## config.mk

```make
export PLATFORM = sky130hd
export DESIGN_NAME = cdr_serial_tx
export DESIGN_NICKNAME = d
export VERILOG_FILES = /design/src/rtl/cdr_serial_tx.sv
export SDC_FILE = /design/constraint.sdc
export NUM_CORES = 1
export LEC_CHECK = 0
export ABC_AREA = 1
export CAP_MARGIN = 40
export CORE_UTILIZATION = 50
export DETAILED_ROUTE_END_ITERATION = 8
export GPL_TIMING_DRIVEN = 0
export PLACE_DENSITY = 0.73
export SLEW_MARGIN = 10
export SYNTH_ARGS = -nofsm -noshare
export SYNTH_HDL_FRONTEND = slang
export SYNTH_SLANG_ARGS = --single-unit
```

## constraint.sdc

```tcl
create_clock -name clk -period 4.56 [get_ports clk]
set_clock_uncertainty 0.05 [all_clocks]
set_input_delay 0.912 -clock clk [delete_from_list [all_inputs] [get_ports clk]]
set_output_delay 0.912 -clock clk [all_outputs]
set_load 0.02 [all_outputs]
```

## src/rtl/cdr_serial_tx.sv

```systemverilog
// Serial test-pattern transmitter for the CDR phase detector.
// Sends data words or PRBS7 at OVS clocks per bit, with optional periodic bit stretch/shrink.
module cdr_serial_tx #(
    parameter int OVS   = 8,
    parameter int WIDTH = 8
) (
    input  logic             clk,
    input  logic             rst,
    input  logic [WIDTH-1:0] data_in,
    input  logic             data_valid,
    output logic             data_ready,
    input  logic             prbs_en,
    input  logic [1:0]       drift,
    input  logic [7:0]       drift_every,
    output logic             dout,
    output logic             bit_strobe,
    output logic             busy
);
    localparam int TW = $clog2(OVS + 2);
    localparam int BW = $clog2(WIDTH);
    localparam logic [TW-1:0] P_NOM    = TW'(OVS);
    localparam logic [BW-1:0] LAST_BIT = BW'(WIDTH - 1);

    typedef enum logic {
        IDLE,
        SHIFT
    } state_t;

    state_t           r_state;
    logic [WIDTH-1:0] r_shift;
    logic [BW-1:0]    r_bit_cnt;
    logic [TW-1:0]    r_tick_cnt;
    logic [7:0]       r_drift_cnt;
    logic [6:0]       r_lfsr;
    logic             r_is_prbs;
    logic [1:0]       r_adj;
    logic             r_dout;
    logic             r_strobe;
    logic             r_busy;

    logic [TW-1:0] w_period;
    logic          w_last_tick;
    logic          w_word_end;
    logic          w_start;
    logic          w_drift_on;
    logic [7:0]    w_cnt_inc;
    logic [6:0]    w_lfsr_next;

    // r_adj describes the bit currently on the line: 01 long, 10 short
    always_comb begin
        w_period = P_NOM;
        case (r_adj)
            2'b01:   w_period = P_NOM + TW'(1);
            2'b10:   w_period = P_NOM - TW'(1);
            default: w_period = P_NOM;
        endcase
    end

    assign w_last_tick = (r_state == SHIFT) && (r_tick_cnt == w_period - TW'(1));
    assign w_word_end  = w_last_tick && (r_bit_cnt == LAST_BIT);
    assign data_ready  = ((r_state == IDLE) || w_word_end) && !prbs_en && !rst;
    assign w_start     = ((r_state == IDLE) || w_word_end)
                         && (prbs_en || (data_valid && data_ready));
    assign w_drift_on  = (drift_every != 8'd0) && ((drift == 2'b01) || (drift == 2'b10));
    assign w_cnt_inc   = r_drift_cnt + 8'd1;
    assign w_lfsr_next = {r_lfsr[5:0], r_lfsr[6] ^ r_lfsr[5]};

    always_ff @(posedge clk) begin
        if (rst) begin
            r_state     <= IDLE;
            r_shift     <= '0;
            r_bit_cnt   <= '0;
            r_tick_cnt  <= '0;
            r_drift_cnt <= '0;
            r_lfsr      <= 7'h7F;
            r_is_prbs   <= 1'b0;
            r_adj       <= 2'b00;
            r_dout      <= 1'b0;
            r_strobe    <= 1'b0;
            r_busy      <= 1'b0;
        end else begin
            r_strobe <= 1'b0;
            if (w_start) begin
                r_state    <= SHIFT;
                r_busy     <= 1'b1;
                r_strobe   <= 1'b1;
                r_bit_cnt  <= '0;
                r_tick_cnt <= '0;
                r_is_prbs  <= prbs_en;
                if (prbs_en) begin
                    r_dout <= r_lfsr[6];
                    r_lfsr <= w_lfsr_next;
                end else begin
                    r_dout  <= data_in[WIDTH-1];
                    r_shift <= data_in << 1;
                end
            end else if (w_word_end) begin
                r_state    <= IDLE;
                r_busy     <= 1'b0;
                r_dout     <= 1'b0;
                r_bit_cnt  <= '0;
                r_tick_cnt <= '0;
            end else if (w_last_tick) begin
                r_strobe   <= 1'b1;
                r_bit_cnt  <= r_bit_cnt + BW'(1);
                r_tick_cnt <= '0;
                if (r_is_prbs) begin
                    r_dout <= r_lfsr[6];
                    r_lfsr <= w_lfsr_next;
                end else begin
                    r_dout  <= r_shift[WIDTH-1];
                    r_shift <= r_shift << 1;
                end
            end else if (r_state == SHIFT) begin
                r_tick_cnt <= r_tick_cnt + TW'(1);
            end

            // An adjusted bit restarts the count, so the pattern is N nominal then one adjusted
            if (w_last_tick) begin
                if (!w_drift_on || (r_adj != 2'b00)) begin
                    r_drift_cnt <= '0;
                    r_adj       <= 2'b00;
                end else if (w_cnt_inc == drift_every) begin
                    r_drift_cnt <= '0;
                    r_adj       <= drift;
                end else begin
                    r_drift_cnt <= w_cnt_inc;
                    r_adj       <= 2'b00;
                end
            end
        end
    end

    assign dout       = r_dout;
    assign bit_strobe = r_strobe;
    assign busy       = r_busy;

endmodule

```

=== Yosys cells after proc, flatten, opt, wreduce, memory -nomap -nowiden ===
Index checks and enable logic that the tools add are counted.

* Mux-type cells: 25
* Equality and inequality tests: 11
* Reductions and logical operators: 24
* Bitwise operators: 2
* $add $sub $neg: 4

{| class="wikitable"
|+ Operator list
! operator !! count
|-
| $mux 8 || 7
|-
| $mux 7 || 5
|-
| $mux 1 || 10
|-
| $add 8x1->8 const B || 1
|-
| $eq 8x8->1 || 1
|-
| $pmux 4 s2 || 1
|-
| $reduce_and 4->1 || 2
|-
| $reduce_bool 2->1 || 4
|-
| $reduce_bool 8->1 || 1
|-
| $logic_and 1x1->1 || 7
|-
| $add 4x1->4 const B || 1
|-
| $eq 2x1->1 const B || 2
|-
| $eq 2x2->1 const B || 2
|-
| $eq 4x4->1 || 1
|-
| $logic_or 1x1->1 || 4
|-
| $mux 2 || 2
|-
| $ne 2x1->1 const B || 2
|-
| $ne 2x2->1 const B || 2
|-
| $reduce_or 4->1 || 1
|-
| $sub 4x1->4 const B || 1
|-
| $add 3x1->3 const B || 1
|-
| $eq 3x3->1 const B || 1
|-
| $logic_not 1->1 || 3
|-
| $reduce_bool 3->1 || 1
|-
| other kinds (3) || 3
|}

* Output and inout port bits: 4
* Input port bits: 22
* Word-level logic and storage cells: 76
* Bits in registers: 36

=== Longest topological paths before layout ===
Gate-level depths: netlist of run 1.

* Depth in word-level cells: 14
* Mapped depth: 15
* Depth with buffers taken out: 14

=== Worst setup path before layout of run 1 ===
OpenSTA, ideal clock, no wires.

* Path kind: register to output
* From: register r_adj[0]
* To: output port data_ready
* Required time: 3.598 ns
* Buffers on the path: 0
* Path slack: 1.931 ns
* Cell stages (with the launch flop): 10
* Data arrival time: 1.667 ns
* Cells stage by stage: dfxtp_1 inv_1 ha_1 nand2_1 nand3_1 nor2_2 nand3_1 nand2_2 inv_1 nor3_1

* Longest elaborated chain between the ends: 9
* Elaborated cells between the ends (all ways): 10
* Those cells by class: 1 x add/sub; 3 x eq/ne; 1 x mux; 5 x reduce/logical

{| class="wikitable"
|+ RTL lines
! item !! RTL line !! RTL
|-
| start, declared || 36 || <nowiki>logic [1:0] r_adj;</nowiki>
|-
| start signal, assigned || 125 || <nowiki>r_adj <= drift;</nowiki>
|-
| $eq 2x2->1 / $eq 2x1->1 (equally long branches) || 52 || <nowiki>case (r_adj)</nowiki>
|-
| $pmux 4 s2 * || 52 ||
|-
| $sub 4x1->4 * || 59 || <nowiki>assign w_last_tick = (r_state == SHIFT) && (r_tick_cnt == w_period - TW'(1));</nowiki>
|-
| $eq 4x4->1 * || 59 ||
|-
| $logic_and 1x1->1 * || 59 ||
|-
| $logic_and 1x1->1 * || 60 || <nowiki>assign w_word_end = w_last_tick && (r_bit_cnt == LAST_BIT);</nowiki>
|-
| $logic_or 1x1->1 * || 61 || <nowiki>assign data_ready = ((r_state == IDLE) || w_word_end) && !prbs_en && !rst;</nowiki>
|-
| $logic_and 1x1->1 * (2 in a row) || 61 ||
|-
| end, declared || 11 || <nowiki>output logic data_ready,</nowiki>
|}

Every way passes the cells marked *; elsewhere a longest branch is shown, timed or not.

=== Worst setup path in the final report of run 1 ===
Ends and elaborated chain as after synthesis.

==> results by group, run 1 <==
Timing
  – Final Hold Viols: 0
  – Fmax: 0.3009 GHz
  – Final critical-path share of the clock period: 0.7289
  – Crit path time final: 3.324 ns
  – Final count of negative-setup-slack endpoints: 0
  – Fin. max-slew vios: 0
  – RSZ-0062 raised after global routing: false
  – Worst Max-Slew Pin Slew: 0.4477 ns
  – Setup TNS: 0 ns
  – Rel. slew slack: 0.7015

Place
  – DP Cell Count: 386
  – GPL Wtd Cong: 0.7987
  – I/O Buffers: 24
  – Detailed Place HPWL: 3.180 mm

Routing
  – Final WL: 4.200 mm
  – DRC violations left: 0
  – Detailed router's first-iteration violation count: 95
  – Vias/cell: 4.924
  – DR pass1 iterations: 4
  – Via count: 1,940
  – Antenna Nets Post-Route: 0
  – Drt wl/cell: 10.66 microns

Hold path
  – Hold WC Path Type: reg -> reg

Final layout
  – Share of post-route cells with drive strength above 1: 0.08092
  – Area of the multi-input gates: 1160 sq um
  – Post-Layout Cell Count: 394
  – ANT cells: 0
  – Filler Cells Inserted: 354
  – Area delta synth->final: 20.33%
  – Final core utilization: 0.6512
  – Register Area: 700.7 sq um
  – Nets: 374

Power and ir drop
  – Overall Power: 0.7267 mW
  – Peak supply drop: 0.2378 mV
  – Power density of the placed cells: 293.8 nW/um^2
  – Leak Pwr: 1.110 nW

Synthesis
  – Syn_nets: 343
  – Number of enable flip-flop cells after synthesis: 0
  – Count of different cell masters after synthesis: 28
  – Mapped cell area: 2056 sq um
  – Seq cells post-synth: 35
  – Register area share after synthesis: 0.3408
  – Post-Synthesis Cells: 314
  – Mean Syn Cell Area: 6.547 sq um
  – Synth async-reset ratio: 0
  – Most common flop cell mapped by yosys: dfxtp_1
  – Synth warnings: 0

Die
  – Die ar.: 4372 sq um
  – I/O pin cnt: 26
  – Vert. Die Dim: 66.12 microns
  – Core ar.: 3799 sq um
  – Starting Density: 0.5412
  – Core Rows: 22
  – DIE WIDTH: 66.12 microns

Global route
  – Gr usage total: 0.2193
  – Global-route wire length before repair: 7.327 mm
  – Gr ovfl total: 0
  – Vias in the first global route: 1,718
  – Initial antenna violation count: 0
  – Largest net degree at the start of global routing: 12

Worst setup path
  – CP bufs+invs: 4
  – Crit path required time: 3.60 ns
  – Cell mode on critical path: inv_1
  – WP data arrival: 2.36 ns
  – Crit end category: output pin
  – Slowest library cell on the worst path: clkdlybuf4s50_1
  – Top delay family on crit path: buffers and inverters
  – WS Path Type: reg -> out
  – Critical Path Start Type: flop
  – CP max stage delay: 0.63 ns
  – Crit path cell chain: inv_1, ha_1, inv_1, nand2_1, nand3_1, nor2_2, nand3_1, nand2_2, inv_1, nor3_1, clkdlybuf4s50_1
  – Critical-path maximum fanout: 5

CTS
  – Clk Latency, worst-skew pair: 0.29 ns
  – Hold buffer count at cts: 0
  – CTS tree: done
  – TritonCTS Sinks: 35
  – TritonCTS buffer count: 5
  – Clock buffer depth: 2
  – Clk root buf: clkbuf_8
  – Post CTS Setup Buffer Count: 0
  – Worst-path clk slew: 0.07 ns
  – H-Tree Depth: 2
  – Post-CTS sizing: 0

Job
  – Max Cap Viol: 0

Outcome
  – Status: completed
-- path summary, 6_finish.rpt --
| kind | start | end | slack [ns] | cells after the start |
|---|---|---|---|---|
| max | r_adj[0] | data_ready | 1.24 | 11 |
| max reg2reg | r_adj[0] | r_adj[1] | 2.43 | 12 |
| min reg2reg | r_lfsr[2] | r_lfsr[2] | 0.41 | 2 |
| min | r_lfsr[2] | r_lfsr[2] | 0.41 | 2 |
-- worst reg2reg max path, cell delays in order, from the launching register on --
cell,delay (ns)
dfxtp_1,0.38
inv_1,0.06
ha_1,0.29
inv_1,0.04
nand2_1,0.05
nand3_1,0.07
nor2_2,0.12
nand2_2,0.12
inv_1,0.14
nand3_1,0.31
nor2_1,0.19
nand3_1,0.10
a21oi_1,0.13
-- placed cells by master (no fill, tap or decap), drive strengths merged --
master         Yosys  routed
or2                1       1
nand3             40      40
inv               39      39
nand2             98      98
xor2               6       6
clkinv             0       1
ha                 7       7
clkdlybuf4s50      0      24
o211ai             1       1
nand4              6       6
clkbuf             3       9
nor2              41      41
xnor2              4       4
buf                5       5
mux2i              2       2
nor3               1       1
bufinv             0       1
o21ai              7       7
dfxtp             35      35
a21oi             18      18
-- logic make-up after synthesis --
group                    count (synthesis)  synth area share
buffers and inverters                   47           0.09494
AND/OR/NAND/NOR                        187            0.4047
multiplexers                             2          0.009739
flip-flops                              35            0.3408
XOR/XNOR                                10           0.04260
adder cells (fa/ha/maj)                  7           0.04260
AO/OA/AOI/OAI                           26           0.06452
-- flip-flops by register name, summed over array words and instances, names as in the netlist --
name and flops:
bit_strobe 1, busy 1, dout 1, r_adj 2, r_bit_cnt 3, r_drift_cnt 8
r_is_prbs 1, r_lfsr 7, r_shift 7, r_tick_cnt 4
-- per-stage QoR --
step	instance area [sq um]	worst slack [ns]	hold WS (ns)
floorplan	2056	1.931	0.3797
global placement	2356	1.359	0.3899
detailed placement	2356	1.355	0.3945
CTS	2474	1.202	0.4118
global route	2474	1.022	0.4407
finish	2474	1.236	0.4104
-- per-layer routing --
metal	vias to the layer above	GRT usage	wire length, microns
met5	-	0	0
met2	22	0.3673	1888
met4	0	0.06383	58
met1	855	0.2809	2142
li1	1056	-	-
met3	7	0.04655	110
-- cell usage after synthesis, types with 2 or more instances --
master    number  area share
nand2_1       91        0.17
nor2_1        39       0.071
nand3_1       38       0.093
inv_1         37       0.068
dfxtp_1       35        0.34
a21oi_1       18       0.044
ha_1           7       0.043
o21ai_0        7       0.017
nand4_1        6       0.018
xor2_1         6       0.026
nand2_2        5       0.015
xnor2_1        4       0.017
buf_4          2      0.0073
clkbuf_2       2      0.0049
inv_2          2      0.0037
mux2i_1        2      0.0097
nor2_2         2      0.0061
-- power breakdown --
part	internal, mW	switching, mW	leakage [nW]
Sequential	0.320	0.00751	0.286
Combinational	0.0498	0.0593	0.763
Clock	0.177	0.113	0.0612
-- cell type report --
class	instances	share of cell area
Sequential cell	35	0.2833
Clock buffer	6	0.03338
Inverter	39	0.05918
Timing Repair Buffer	24	0.09712
Clock inverter	2	0.01416
Tap cell	48	0.02428
Multi-Input combinational cell	232	0.4689
Buffer	8	0.01973
Note: power is estimated with default switching activity, not from simulation.
==> run 2, diff against run 1 <==
--- a/config.mk
+++ b/config.mk
@@ -10,7 +10,7 @@
 export CORE_UTILIZATION = 50
 export DETAILED_ROUTE_END_ITERATION = 8
 export GPL_TIMING_DRIVEN = 0
-export PLACE_DENSITY = 0.73
+export PLACE_DENSITY = 0.76
 export SLEW_MARGIN = 10
 export SYNTH_ARGS = -nofsm -noshare
 export SYNTH_HDL_FRONTEND = slang
==> constraint.sdc (replaced) <==
create_clock -name clk -period 2.7 [get_ports clk]
set_clock_uncertainty 0.05 [all_clocks]
set_input_delay 0.54 -clock clk [delete_from_list [all_inputs] [get_ports clk]]
set_output_delay 0.54 -clock clk [all_outputs]
set_load 0.02 [all_outputs]
==> results by group, run 2 (synthesis results as in run 1) <==
Outcome
  – Status: completed

Timing
  – Rel. slew slack: 0.7233
  – Setup TNS: 0 ns
  – Final count of negative-setup-slack endpoints: 0
  – Crit path time final: 2.470 ns
  – RSZ-0062 raised after global routing: false
  – Fmax: 0.4049 GHz
  – Fin. max-slew vios: 0
  – Final Hold Viols: 0
  – Final critical-path share of the clock period: 0.9148
  – Worst Max-Slew Pin Slew: 0.4151 ns

Job
  – Max Cap Viol: 0

Final layout
  – ANT cells: 0
  – Nets: 375
  – Most common cell after layout, fill and taps aside: nand2_1
  – Filler Cells Inserted: 359
  – Register Area: 701.9 sq um
  – Max reg flops: 8
  – Area delta synth->final: 19.29%
  – Biggest regs: r_drift_cnt (8), r_lfsr (7), r_shift (7)
  – Area of the multi-input gates: 1165 sq um
  – Share of post-route cells with drive strength above 1: 0.08960
  – Largest register by flop count: r_drift_cnt
  – Commonest cells after routing, fill and taps aside: 91 x nand2_1, 39 x nor2_1, 37 x inv_1, 37 x nand3_1, 34 x dfxtp_1

CTS
  – TritonCTS buffer count: 5
  – Clk root buf: clkbuf_8
  – TritonCTS Sinks: 35
  – CTS tree: done
  – Clk Latency, worst-skew pair: 0.29 ns
  – Worst-path clk slew: 0.07 ns
  – H-Tree Depth: 2
  – Clock buffer depth: 2

Routing
  – Vias/cell: 4.967
  – DR pass1 iterations: 6
  – Detailed router's first-iteration violation count: 60
  – Via count: 1,957
  – Final WL: 4.150 mm
  – Drt wl/cell: 10.53 microns
  – Antenna Nets Post-Route: 0
  – DRC violations left: 0

Global route
  – Global-route wire length before repair: 7.072 mm
  – Largest net degree at the start of global routing: 11
  – Gr ovfl total: 0
  – Initial antenna violation count: 0
  – Gr usage total: 0.2104
  – Vias in the first global route: 1,655

Power and ir drop
  – Clock share of power: 0.338
  – Switching Power: 0.2936 mW
  – Sequential share of power: 0.495
  – Cell internal pwr: 0.8256 mW
  – Overall Power: 1.119 mW
  – Peak supply drop: 0.3552 mV
  – Comb pwr share: 0.166
  – Leak Pwr: 1.102 nW
  – Power density of the placed cells: 456.4 nW/um^2
  – Sw frac: 0.2623

Die
  – I/O pin cnt: 26
  – Starting Density: 0.5412
  – Die ar.: 4372 sq um
  – DIE WIDTH: 66.12 microns
  – Vert. Die Dim: 66.12 microns
  – Core Rows: 22
  – Core ar.: 3799 sq um

Worst setup path
  – WS Path Type: reg -> out
  – Critical Path Start Type: flop
  – Setup crit start: r_adj[1]
  – Cell mode on critical path: inv_1
  – CP max stage delay: 0.33 ns
  – Crit Reg-Reg Startpoint: r_drift_cnt[0]
  – Critical-path maximum fanout: 4
  – WP data arrival: 1.88 ns
  – Slowest library cell on the worst path: dfxtp_1
  – Crit path cell chain: inv_1, ha_1, inv_1, nand2_1, nand3_1, nor2_2, nand3_2, nand2_2, inv_1, nor3_1, buf_2
  – Crit end category: output pin
  – Crit path required time: 2.11 ns

Hold path
  – Hold path start: r_lfsr[3]
  – Hold WC Path Type: reg -> reg

Place
  – Detailed Place HPWL: 3.118 mm
  – I/O Buffers: 24
  – GPL Wtd Cong: 0.7755
[run 2: final cells by class]
class,count,area share
Tap cell,48,0.02449
Sequential cell,35,0.2862
Clock inverter,1,0.002041
Timing Repair Buffer,25,0.09898
Buffer,8,0.01990
Clock buffer,6,0.03367
Inverter,39,0.05969
Multi-Input combinational cell,232,0.4750
[run 2: path summary, 6_finish.rpt]
path / endpoint / slack [ns] / depth (start not counted)
worst max register to register: r_drift_cnt[7] / 0.55 / 10
worst max-delay path: data_ready / 0.23 / 11
worst min register to register: r_lfsr[3] / 0.41 / 2
worst min-delay path: r_lfsr[3] / 0.41 / 2
[run 2: power by group through the flow]
stage / combinational, mW / clock [mW] / sequential [mW]
2_1_floorplan: 0.118 / 0 / 0.568
3_3_place_gp: 0.182 / 0 / 0.565
3_5_place_dp: 0.185 / 0 / 0.566
4_1_cts: 0.185 / 0.387 / 0.554
5_1_grt: 0.210 / 0.407 / 0.558
6_report: 0.186 / 0.379 / 0.554
[run 2: what timing repair did]
action | CTS | global route
endpoints found under the setup margin | 1 | 1
buffers inserted | 0 | 1
resized for setup | 2 | 5
pin swaps | 0 | 1
hold buffers | 0 | 0
[run 2: metal layers]
layer	GRT usage	vias up	share of wire
met5	0	-	0
met4	0.06383	0	0.012
met3	0.05690	6	0.029
met2	0.3304	22	0.44
met1	0.2789	873	0.52
li1	-	1056	-
[run 2: worst max-delay path: cells and delay by family (launching register included)]
family / cells / cell delay, ns
simple gates: 6 / 0.62
fa+ha+maj: 1 / 0.29
buf+inv: 4 / 0.35
flops: 1 / 0.33
[run 2: metrics by stage]
step | area, sq um | util | instances | hold slack, ns | worst slack (ns)
2_1_floorplan | 2056 | - | 314 | 0.3797 | 0.4430
3_3_place_gp | 2356 | 0.6202 | 386 | 0.3906 | 0.03308
3_5_place_dp | 2356 | 0.6202 | 386 | 0.3945 | 0.01333
4_1_cts | 2444 | 0.6433 | 393 | 0.4103 | 0.001993
5_1_grt | 2452 | 0.6456 | 394 | 0.4382 | 0.03386
6_report | 2452 | 0.6456 | 394 | 0.4092 | 0.2301
